[config.mk]
export PLATFORM = sky130hd
export DESIGN_NAME = nes_controller_reader
export DESIGN_NICKNAME = d
export VERILOG_FILES = /design/src/rtl/nes_controller_reader.sv
export SDC_FILE = /design/constraint.sdc
export NUM_CORES = 1
export LEC_CHECK = 0
export ABC_AREA = 1
export BUFFER_PORTS_ARGS = -buffer_cell sky130_fd_sc_hd__clkbuf_2
export CORE_ASPECT_RATIO = 1.2
export CORE_MARGIN = 2
export CORE_UTILIZATION = 61
export DETAILED_ROUTE_END_ITERATION = 6
export PLACE_DENSITY_LB_ADDON = 0.15
export SKIP_CTS_REPAIR_TIMING = 1
export SLEW_MARGIN = 20
export SYNTH_ARGS = -nofsm -noshare
export SYNTH_HDL_FRONTEND = slang
export SYNTH_SLANG_ARGS = --single-unit
[constraint.sdc]
create_clock -name clk -period 1.7 [get_ports clk]
set_input_delay 0.34 -clock clk [delete_from_list [all_inputs] [get_ports clk]]
set_output_delay 0.34 -clock clk [all_outputs]
set_load 0.01 [all_outputs]
[src/rtl/nes_controller_reader.sv]
// Serial reader for one NES game pad: periodically latches the pad, clocks out 8 button bits
// and presents them as a registered active-high vector with a one-cycle valid strobe.
module nes_controller_reader #(
  parameter int LATCH_CYCLES = 300,
  parameter int HALF_CYCLES  = 150,
  parameter int POLL_CYCLES  = 416667
) (
  input  logic       clk,
  input  logic       reset_n,
  input  logic       nes_data,
  output logic       nes_clk,
  output logic       nes_latch,
  output logic [7:0] buttons,
  output logic       buttons_valid,
  output logic       scan_busy
);

  localparam int PW  = (POLL_CYCLES > 1) ? $clog2(POLL_CYCLES) : 1;
  localparam int PHMAX = (LATCH_CYCLES > HALF_CYCLES) ? LATCH_CYCLES : HALF_CYCLES;
  localparam int PHW = (PHMAX > 1) ? $clog2(PHMAX) : 1;

  localparam logic [PW-1:0]  POLL_LAST  = PW'(POLL_CYCLES - 1);
  localparam logic [PHW-1:0] LATCH_LAST = PHW'(LATCH_CYCLES - 1);
  localparam logic [PHW-1:0] HALF_LAST  = PHW'(HALF_CYCLES - 1);

  typedef enum logic [2:0] {
    IDLE,
    LATCH,
    LOW,
    HIGH,
    DONE
  } state_t;

  state_t         state;
  logic [PW-1:0]  poll_cnt;
  logic [PHW-1:0] phase;
  logic [2:0]     bit_idx;
  logic [7:0]     shift;
  logic           sync_meta;
  logic           sync_data;

  always_ff @(posedge clk) begin
    if (!reset_n) begin
      state         <= IDLE;
      poll_cnt      <= '0;
      phase         <= '0;
      bit_idx       <= '0;
      shift         <= '0;
      sync_meta     <= 1'b0;
      sync_data     <= 1'b0;
      nes_clk       <= 1'b0;
      nes_latch     <= 1'b0;
      buttons       <= '0;
      buttons_valid <= 1'b0;
      scan_busy     <= 1'b0;
    end else begin
      sync_meta     <= nes_data;
      sync_data     <= sync_meta;
      poll_cnt      <= (poll_cnt == POLL_LAST) ? '0 : poll_cnt + 1'b1;
      buttons_valid <= 1'b0;

      case (state)
        IDLE: begin
          if (poll_cnt == '0) begin
            state     <= LATCH;
            nes_latch <= 1'b1;
            scan_busy <= 1'b1;
            phase     <= '0;
          end
        end
        LATCH: begin
          if (phase == LATCH_LAST) begin
            state     <= LOW;
            nes_latch <= 1'b0;
            phase     <= '0;
            bit_idx   <= '0;
          end else begin
            phase <= phase + 1'b1;
          end
        end
        LOW: begin
          // The pad's data line has settled for the whole low half; take it at the end.
          if (phase == HALF_LAST) begin
            shift[bit_idx] <= sync_data;
            state          <= HIGH;
            nes_clk        <= 1'b1;
            phase          <= '0;
          end else begin
            phase <= phase + 1'b1;
          end
        end
        HIGH: begin
          if (phase == HALF_LAST) begin
            nes_clk <= 1'b0;
            phase   <= '0;
            if (bit_idx == 3'd7) begin
              state <= DONE;
            end else begin
              bit_idx <= bit_idx + 1'b1;
              state   <= LOW;
            end
          end else begin
            phase <= phase + 1'b1;
          end
        end
        DONE: begin
          buttons       <= ~shift;
          buttons_valid <= 1'b1;
          scan_busy     <= 1'b0;
          state         <= IDLE;
        end
        default: begin
          state     <= IDLE;
          nes_clk   <= 1'b0;
          nes_latch <= 1'b0;
          scan_busy <= 1'b0;
        end
      endcase
    end
  end

endmodule

==> results.py, run 1 <==
metrics = {
    "outcome": {
        "outcome": "completed",
    },
    "layout": {
        "layout_common_cells": "nand2_1, nor2_1, dfxtp_1",
        "instances_no_fill": 492,
        "fill_cells": 402,
        "mostFrequentLayoutCell": "nand2_1",
        "multi_input_area_sq_mm": 0.00157,
        "seq_area_sq_mm": 0.00112,
        "fin_util_pct": 69.0,
        "syn2layout_area_growth_pct": 8.70,
        "final_nets": 443,
        "n_antenna_cell": 0,
        "drive_above_1_share_pct": 13.4,
    },
    "pwr": {
        "leakage_nw": 1.40,
        "power.density_mw_per_mm2": 1010,
        "ir_worst_vdd_mv": 0.573,
    },
    "synth": {
        "synth_xor_area_share_pct": 3.30,
        "synth_compound_area_share_pct": 9.82,
        "synth_edf_count": 0,
        "synth-seq-cells": 56,
        "synthTopCellsByArea": "dfxtp_1, nand2_1, nor2_1",
        "postSynthAreaPerCell_sq_um": 7.03,
        "synthCells": 415,
        "synth_flop_cell": "dfxtp_1",
        "ys_async_sr_fraction_pct": 0,
        "netlist.area_leader.share_pct": 38.4,
        "synth_fa_ha_area_share_pct": 3.00,
        "mappedNetlistArea_sq_mm": 0.00292,
        "yosysWarnings": 0,
        "synth_cell_type_count": 32,
        "seq_area_frac_synth_pct": 38.4,
        "synth_top_family_by_area": "simple AND/OR/NAND/NOR gates",
        "yosys.area_share.simple_pct": 37.3,
        "yosys.area.top_type": "dfxtp_1",
        "synthMuxAreaShare_pct": 0,
        "syn_nets": 425,
    },
    "cts": {
        "cts_tree": "built",
        "clk_pin_slew_ns": 0.09,
        "cts.sinks": 56,
        "clkLatencyLatePin_ns": 0.30,
        "cts-root-buf": "clkbuf_8",
        "clockBufferDepth": 2,
        "htreeDepth": 2,
        "cts_made_buffers": 5,
    },
    "place": {
        "io_buffers": 14,
        "dp_cells": 484,
        "place.gp.congestion": 0.814,
        "dp_hpwl_mm": 4.45,
    },
    "global_route": {
        "gr-total-overflow": 0,
        "grt_pass1_vias": 2348,
        "antenna_found_initial": 0,
        "track_usage_pct": 24.8,
        "grt_max_degree": 19,
        "grt_pass1_wl_mm": 10.4,
    },
    "setup_path": {
        "cp.required_ns": 1.95,
        "crit_path_frequent_cell": "nand3_2",
        "path_delay_family": "simple AND/OR/NAND/NOR gates",
        "cp_slowest_cell": "dfxtp_1",
        "crit_chain": "ha_1, nand3_2, nor3_4, nand3_2, or2_1, a21oi_2",
        "crit_type": "register to register",
        "start_kind": "register",
        "end_kind": "register",
        "worst-path-max-fanout": 4,
        "slowest_delay_ns": 0.40,
        "crit_buf_inv": 0,
        "arrival_ns": 1.82,
    },
    "sta": {
        "tightest_slew_ns": 0.405,
        "rsz0062_at_grt": "false",
        "fin_crit_ns": 1.57,
        "setup_viol": 0,
        "skew_ns": 0.00386,
        "hold_viol_final": 0,
        "relSlewSlack_pct": 73.0,
        "fmax_ghz": 0.636,
        "drv_slew": 0,
        "tns_ns": 0,
        "fin_crit_sh_pct": 92.6,
    },
    "routing": {
        "via_per_inst": 5.25,
        "first_iter_violations": 190,
        "post_drt_wl_per_cell_um": 12.2,
        "drt_pre_antenna_iters": 4,
        "wirelength_mm": 5.99,
        "ant_nets": 0,
        "num_vias": 2581,
        "drc_errors": 0,
    },
    "hold_path": {
        "min_path_type": "input port to register",
    },
    "floorplan": {
        "fp.dieArea_sq_mm": 0.00535,
        "initial_core_util_pct": 63.5,
        "core_area_sq_mm": 0.00459,
        "io_pins": 15,
        "die_h_um": 79.8,
        "rows": 27,
        "die-width_um": 67.1,
    },
    "job": {
        "maxCapViolCount": 0,
    },
}
[worst reg2reg max path, stage by stage, from the launching register on]
cell and delay, ns:
dfxtp_1 0.40, ha_1 0.28, nand3_2 0.15, nor3_4 0.23, nand3_2 0.10, or2_1 0.23, a21oi_2 0.12
[power breakdown]
part,total [W],switching [W],internal (W)
clock,0.000854,0.000416,0.000438
sequential,0.00151,0.000108,0.00140
combinational,0.000833,0.000558,0.000275
total,0.00320,0.00108,0.00212
[Yosys cell counts, types with 2 or more instances]
cell type  instances
or2_1              2
inv_1             47
ha_1               7
buf_4              2
nor2_4             2
nor3_1            13
o21ai_0           14
xor2_1             6
o21bai_1           8
nand3_2            5
nor2_2             2
nand4_1           10
clkbuf_1           3
nand2_1           90
xnor2_1            5
a21oi_1           28
nand3_1           25
dfxtp_1           56
nand2_4            4
nor2_1            66
nand2_2            6
inv_2              4
[cell type report]
type / count / share of cell area, %
Multi-Input combinational cell: 300 / 49.5
Inverter: 51 / 6.04
Sequential cell: 56 / 35.4
Clock buffer: 6 / 2.29
Tap cell: 58 / 2.29
Clock inverter: 2 / 1.10
Timing Repair Buffer: 19 / 3.39
[flip-flops by register name, indices dropped and copies added, names as in the netlist, 3 cells and up]
name / flops
buttons: 8
shift: 8
bit_idx: 3
state: 3
phase: 9
poll_cnt: 19
[worst paths after layout]
| path | startpoint | endpoint | slack, ns | cells past startpoint |
|---|---|---|---|---|
| max | poll_cnt[1]$_SDFF_PP0_ | poll_cnt[16]$_SDFF_PP0_ | 0.13 | 6 |
| min | nes_data | sync_meta$_SDFF_PN0_ | 0.22 | 3 |
| max reg2reg | poll_cnt[1]$_SDFF_PP0_ | poll_cnt[16]$_SDFF_PP0_ | 0.13 | 6 |
| min reg2reg | sync_meta$_SDFF_PN0_ | sync_data$_SDFF_PN0_ | 0.42 | 2 |
[cell families (layout without fill, tap and decap cells)]
family,count (synthesis),count (layout)
and+or+nand+nor,230,230
buffers and inverters,59,78
DFF,56,56
AOI/OAI and AO/OA,52,52
xor gates and xnor gates,11,11
adders and majority gates,7,7
[stage by stage]
stage	hold slack [ns]	setup slack, ns	total power, W	area, sq um
after CTS	0.213	0.0949	0.00321	3160
after detailed placement	0.400	0.112	0.00236	3050
after floorplan	0.390	0.244	0.00218	2920
final	0.217	0.127	0.00320	3170
after global placement	0.398	0.156	0.00234	3050
after global routing	0.269	0.00968	0.00340	3170
[metal layers]
| metal | share of wire, % | global-route usage (%) | up-vias |
|---|---|---|---|
| met5 | 0 | 0 | - |
| met4 | 1.7 | 7.96 | 0 |
| met3 | 2.2 | 3.24 | 10 |
| met2 | 49 | 41.9 | 29 |
| met1 | 47 | 32.3 | 1183 |
| li1 | - | - | 1359 |
Power figures use the tool's default switching activity.
==> run 2, diff against run 1 <==
--- a/config.mk
+++ b/config.mk
@@ -10,7 +10,9 @@
 export CORE_ASPECT_RATIO = 1.2
 export CORE_MARGIN = 2
 export CORE_UTILIZATION = 61
+export CTS_BUF_LIST = sky130_fd_sc_hd__clkbuf_8 sky130_fd_sc_hd__clkbuf_16
 export DETAILED_ROUTE_END_ITERATION = 6
+export GPL_ROUTABILITY_DRIVEN = 0
 export PLACE_DENSITY_LB_ADDON = 0.15
 export SKIP_CTS_REPAIR_TIMING = 1
 export SLEW_MARGIN = 20
==> run 2 against run 1 <==
Sequential share of layout area is essentially flat. Clock skew is essentially flat. Via count shrank 0.12%. Power shrank 0.18%. Combinational power is essentially flat. Core utilization shrank 0.054 points. Global-route usage is the same. Register-to-register slack is essentially flat. Wire length is essentially flat. Final area is essentially flat. Sequential cell count is the same. Largest cell class unchanged.
==> results.py, run 2 (same netlist as run 1, synthesis figures left out) <==
metrics = {
    "sta": {
        "tns_ns": 0,
        "layout_setup_ws_ns": 0.126,
        "setup_viol": 0,
        "relSlewSlack_pct": 73.0,
        "hold_ws_ns": 0.217,
        "skew_ns": 0.00394,
        "rsz0062_at_grt": "false",
        "tightest_slew_ns": 0.405,
        "fmax_ghz": 0.635,
        "fin_crit_ns": 1.57,
        "fin_crit_sh_pct": 92.6,
        "drv_slew": 0,
        "hold_viol_final": 0,
    },
    "cts": {
        "cts-root-buf": "clkbuf_8",
        "cts_made_buffers": 5,
        "clkLatencyLatePin_ns": 0.30,
        "htreeDepth": 2,
        "cts_tree": "built",
        "clockBufferDepth": 2,
        "clk_pin_slew_ns": 0.09,
        "cts.sinks": 56,
    },
    "outcome": {
        "outcome": "completed",
    },
    "pwr": {
        "p_comb_share_pct": 26.1,
        "pwr-share-seq_pct": 47.4,
        "leakage_nw": 1.41,
        "power_frac_clock_pct": 26.6,
        "p_sw_w": 0.00108,
        "power.density_mw_per_mm2": 1010,
        "switching_share_pct": 33.9,
        "p_int_w": 0.00211,
        "ir_worst_vdd_mv": 0.575,
    },
    "floorplan": {
        "io_pins": 15,
        "rows": 27,
        "fp.dieArea_sq_mm": 0.00535,
        "die-width_um": 67.1,
        "core_area_sq_mm": 0.00459,
        "initial_core_util_pct": 63.5,
        "die_h_um": 79.8,
    },
    "layout": {
        "syn2layout_area_growth_pct": 8.62,
        "fin_util_pct": 69.0,
        "fill_cells": 403,
        "largest_reg_flops": 19,
        "top_register": "poll_cnt",
        "final_nets": 443,
        "drive_above_1_share_pct": 13.1,
        "reg_top3": "poll_cnt (19), phase (9)",
        "n_antenna_cell": 0,
        "layout_common_cells": "nand2_1, nor2_1, dfxtp_1",
        "mostFrequentLayoutCell": "nand2_1",
    },
    "setup_path": {
        "crit_type": "register to register",
        "arrival_ns": 1.82,
        "critPathLaunch": "poll_cnt[1]$_SDFF_PP0_",
        "timing.rr.start": "poll_cnt[1]$_SDFF_PP0_",
        "timing.rr.end": "poll_cnt[16]$_SDFF_PP0_",
        "cp.required_ns": 1.95,
        "ff2ff_path_depth": 6,
        "cp-endpoint": "poll_cnt[16]$_SDFF_PP0_",
        "r2r_setup_slack_ns": 0.13,
        "end_kind": "register",
        "start_kind": "register",
        "worst-path-max-fanout": 4,
    },
    "routing": {
        "ant_nets": 0,
        "first_iter_violations": 190,
        "drt_pre_antenna_iters": 4,
        "via_per_inst": 5.24,
        "num_vias": 2578,
        "drc_errors": 0,
        "wirelength_mm": 5.99,
        "post_drt_wl_per_cell_um": 12.2,
    },
    "global_route": {
        "track_usage_pct": 24.8,
        "antenna_found_initial": 0,
        "gr-total-overflow": 0,
        "grt_pass1_vias": 2348,
        "grt_pass1_wl_mm": 10.4,
        "grt_max_degree": 19,
    },
    "place": {
        "io_buffers": 14,
        "dp_hpwl_mm": 4.45,
        "pre_cts_ws_ns": 0.112,
    },
    "job": {
        "maxCapViolCount": 0,
    },
    "hold_path": {
        "min_path_type": "input port to register",
    },
}
## run 2: changes by cell type in the layout (fill, tap and decap cells not counted), sizes merged
cell    before  now
clkbuf      20   19
inv         51   52
## run 2: how the worst min path moves through the flow
stage                    startpoint              endpoint  slack [ns]  cells past startpoint
5_1_grt                    nes_data  sync_meta$_SDFF_PN0_        0.27                      3
6_report                   nes_data  sync_meta$_SDFF_PN0_        0.22                      3
3_5_place_dp   sync_meta$_SDFF_PN0_  sync_data$_SDFF_PN0_        0.40                      2
3_3_place_gp   sync_meta$_SDFF_PN0_  sync_data$_SDFF_PN0_        0.40                      2
2_1_floorplan  sync_meta$_SDFF_PN0_  sync_data$_SDFF_PN0_        0.39                      2
4_1_cts                    nes_data  sync_meta$_SDFF_PN0_        0.21                      3
## run 2: final cells by class
| type | instances | area, sq um | area share (%) |
|---|---|---|---|
| clock buffer | 5 | 68.8 | 2.17 |
| multi-input combinational | 300 | 1570 | 49.4 |
| inverter | 51 | 191 | 6.04 |
| tap | 58 | 72.6 | 2.29 |
| sequential | 56 | 1120 | 35.5 |
| clock inverter | 3 | 38.8 | 1.22 |
| timing repair buffer | 19 | 108 | 3.40 |
## run 2: critical path, stage by stage, from the launching register on
cell and delay (ns):
dfxtp_1 0.40, ha_1 0.28, nand3_2 0.15, nor3_4 0.23, nand3_2 0.10, or2_1 0.23, a21oi_2 0.12
## run 2: per-stage QoR
step	power (W)	area, sq um	std cells
6_report	0.00319	3170	492
5_1_grt	0.00340	3170	492
2_1_floorplan	0.00218	2920	415
3_3_place_gp	0.00234	3050	484
4_1_cts	0.00321	3160	492
3_5_place_dp	0.00236	3050	484
## run 2: power groups by stage
stage | Combinational, W | Clock [W] | Sequential [W]
2_1_floorplan | 0.000657 | 0 | 0.00152
3_3_place_gp | 0.000803 | 0 | 0.00154
3_5_place_dp | 0.000824 | 0 | 0.00154
4_1_cts | 0.000833 | 0.000866 | 0.00151
5_1_grt | 0.000963 | 0.000906 | 0.00153
6_report | 0.000833 | 0.000849 | 0.00151
## run 2: layer usage
layer | vias up | share of wire (%) | track usage [%]
met4 | 0 | 1.7 | 7.96
met2 | 29 | 50 | 41.9
met3 | 10 | 2.2 | 3.24
li1 | 1359 | - | -
met1 | 1180 | 47 | 32.3
met5 | - | 0 | 0
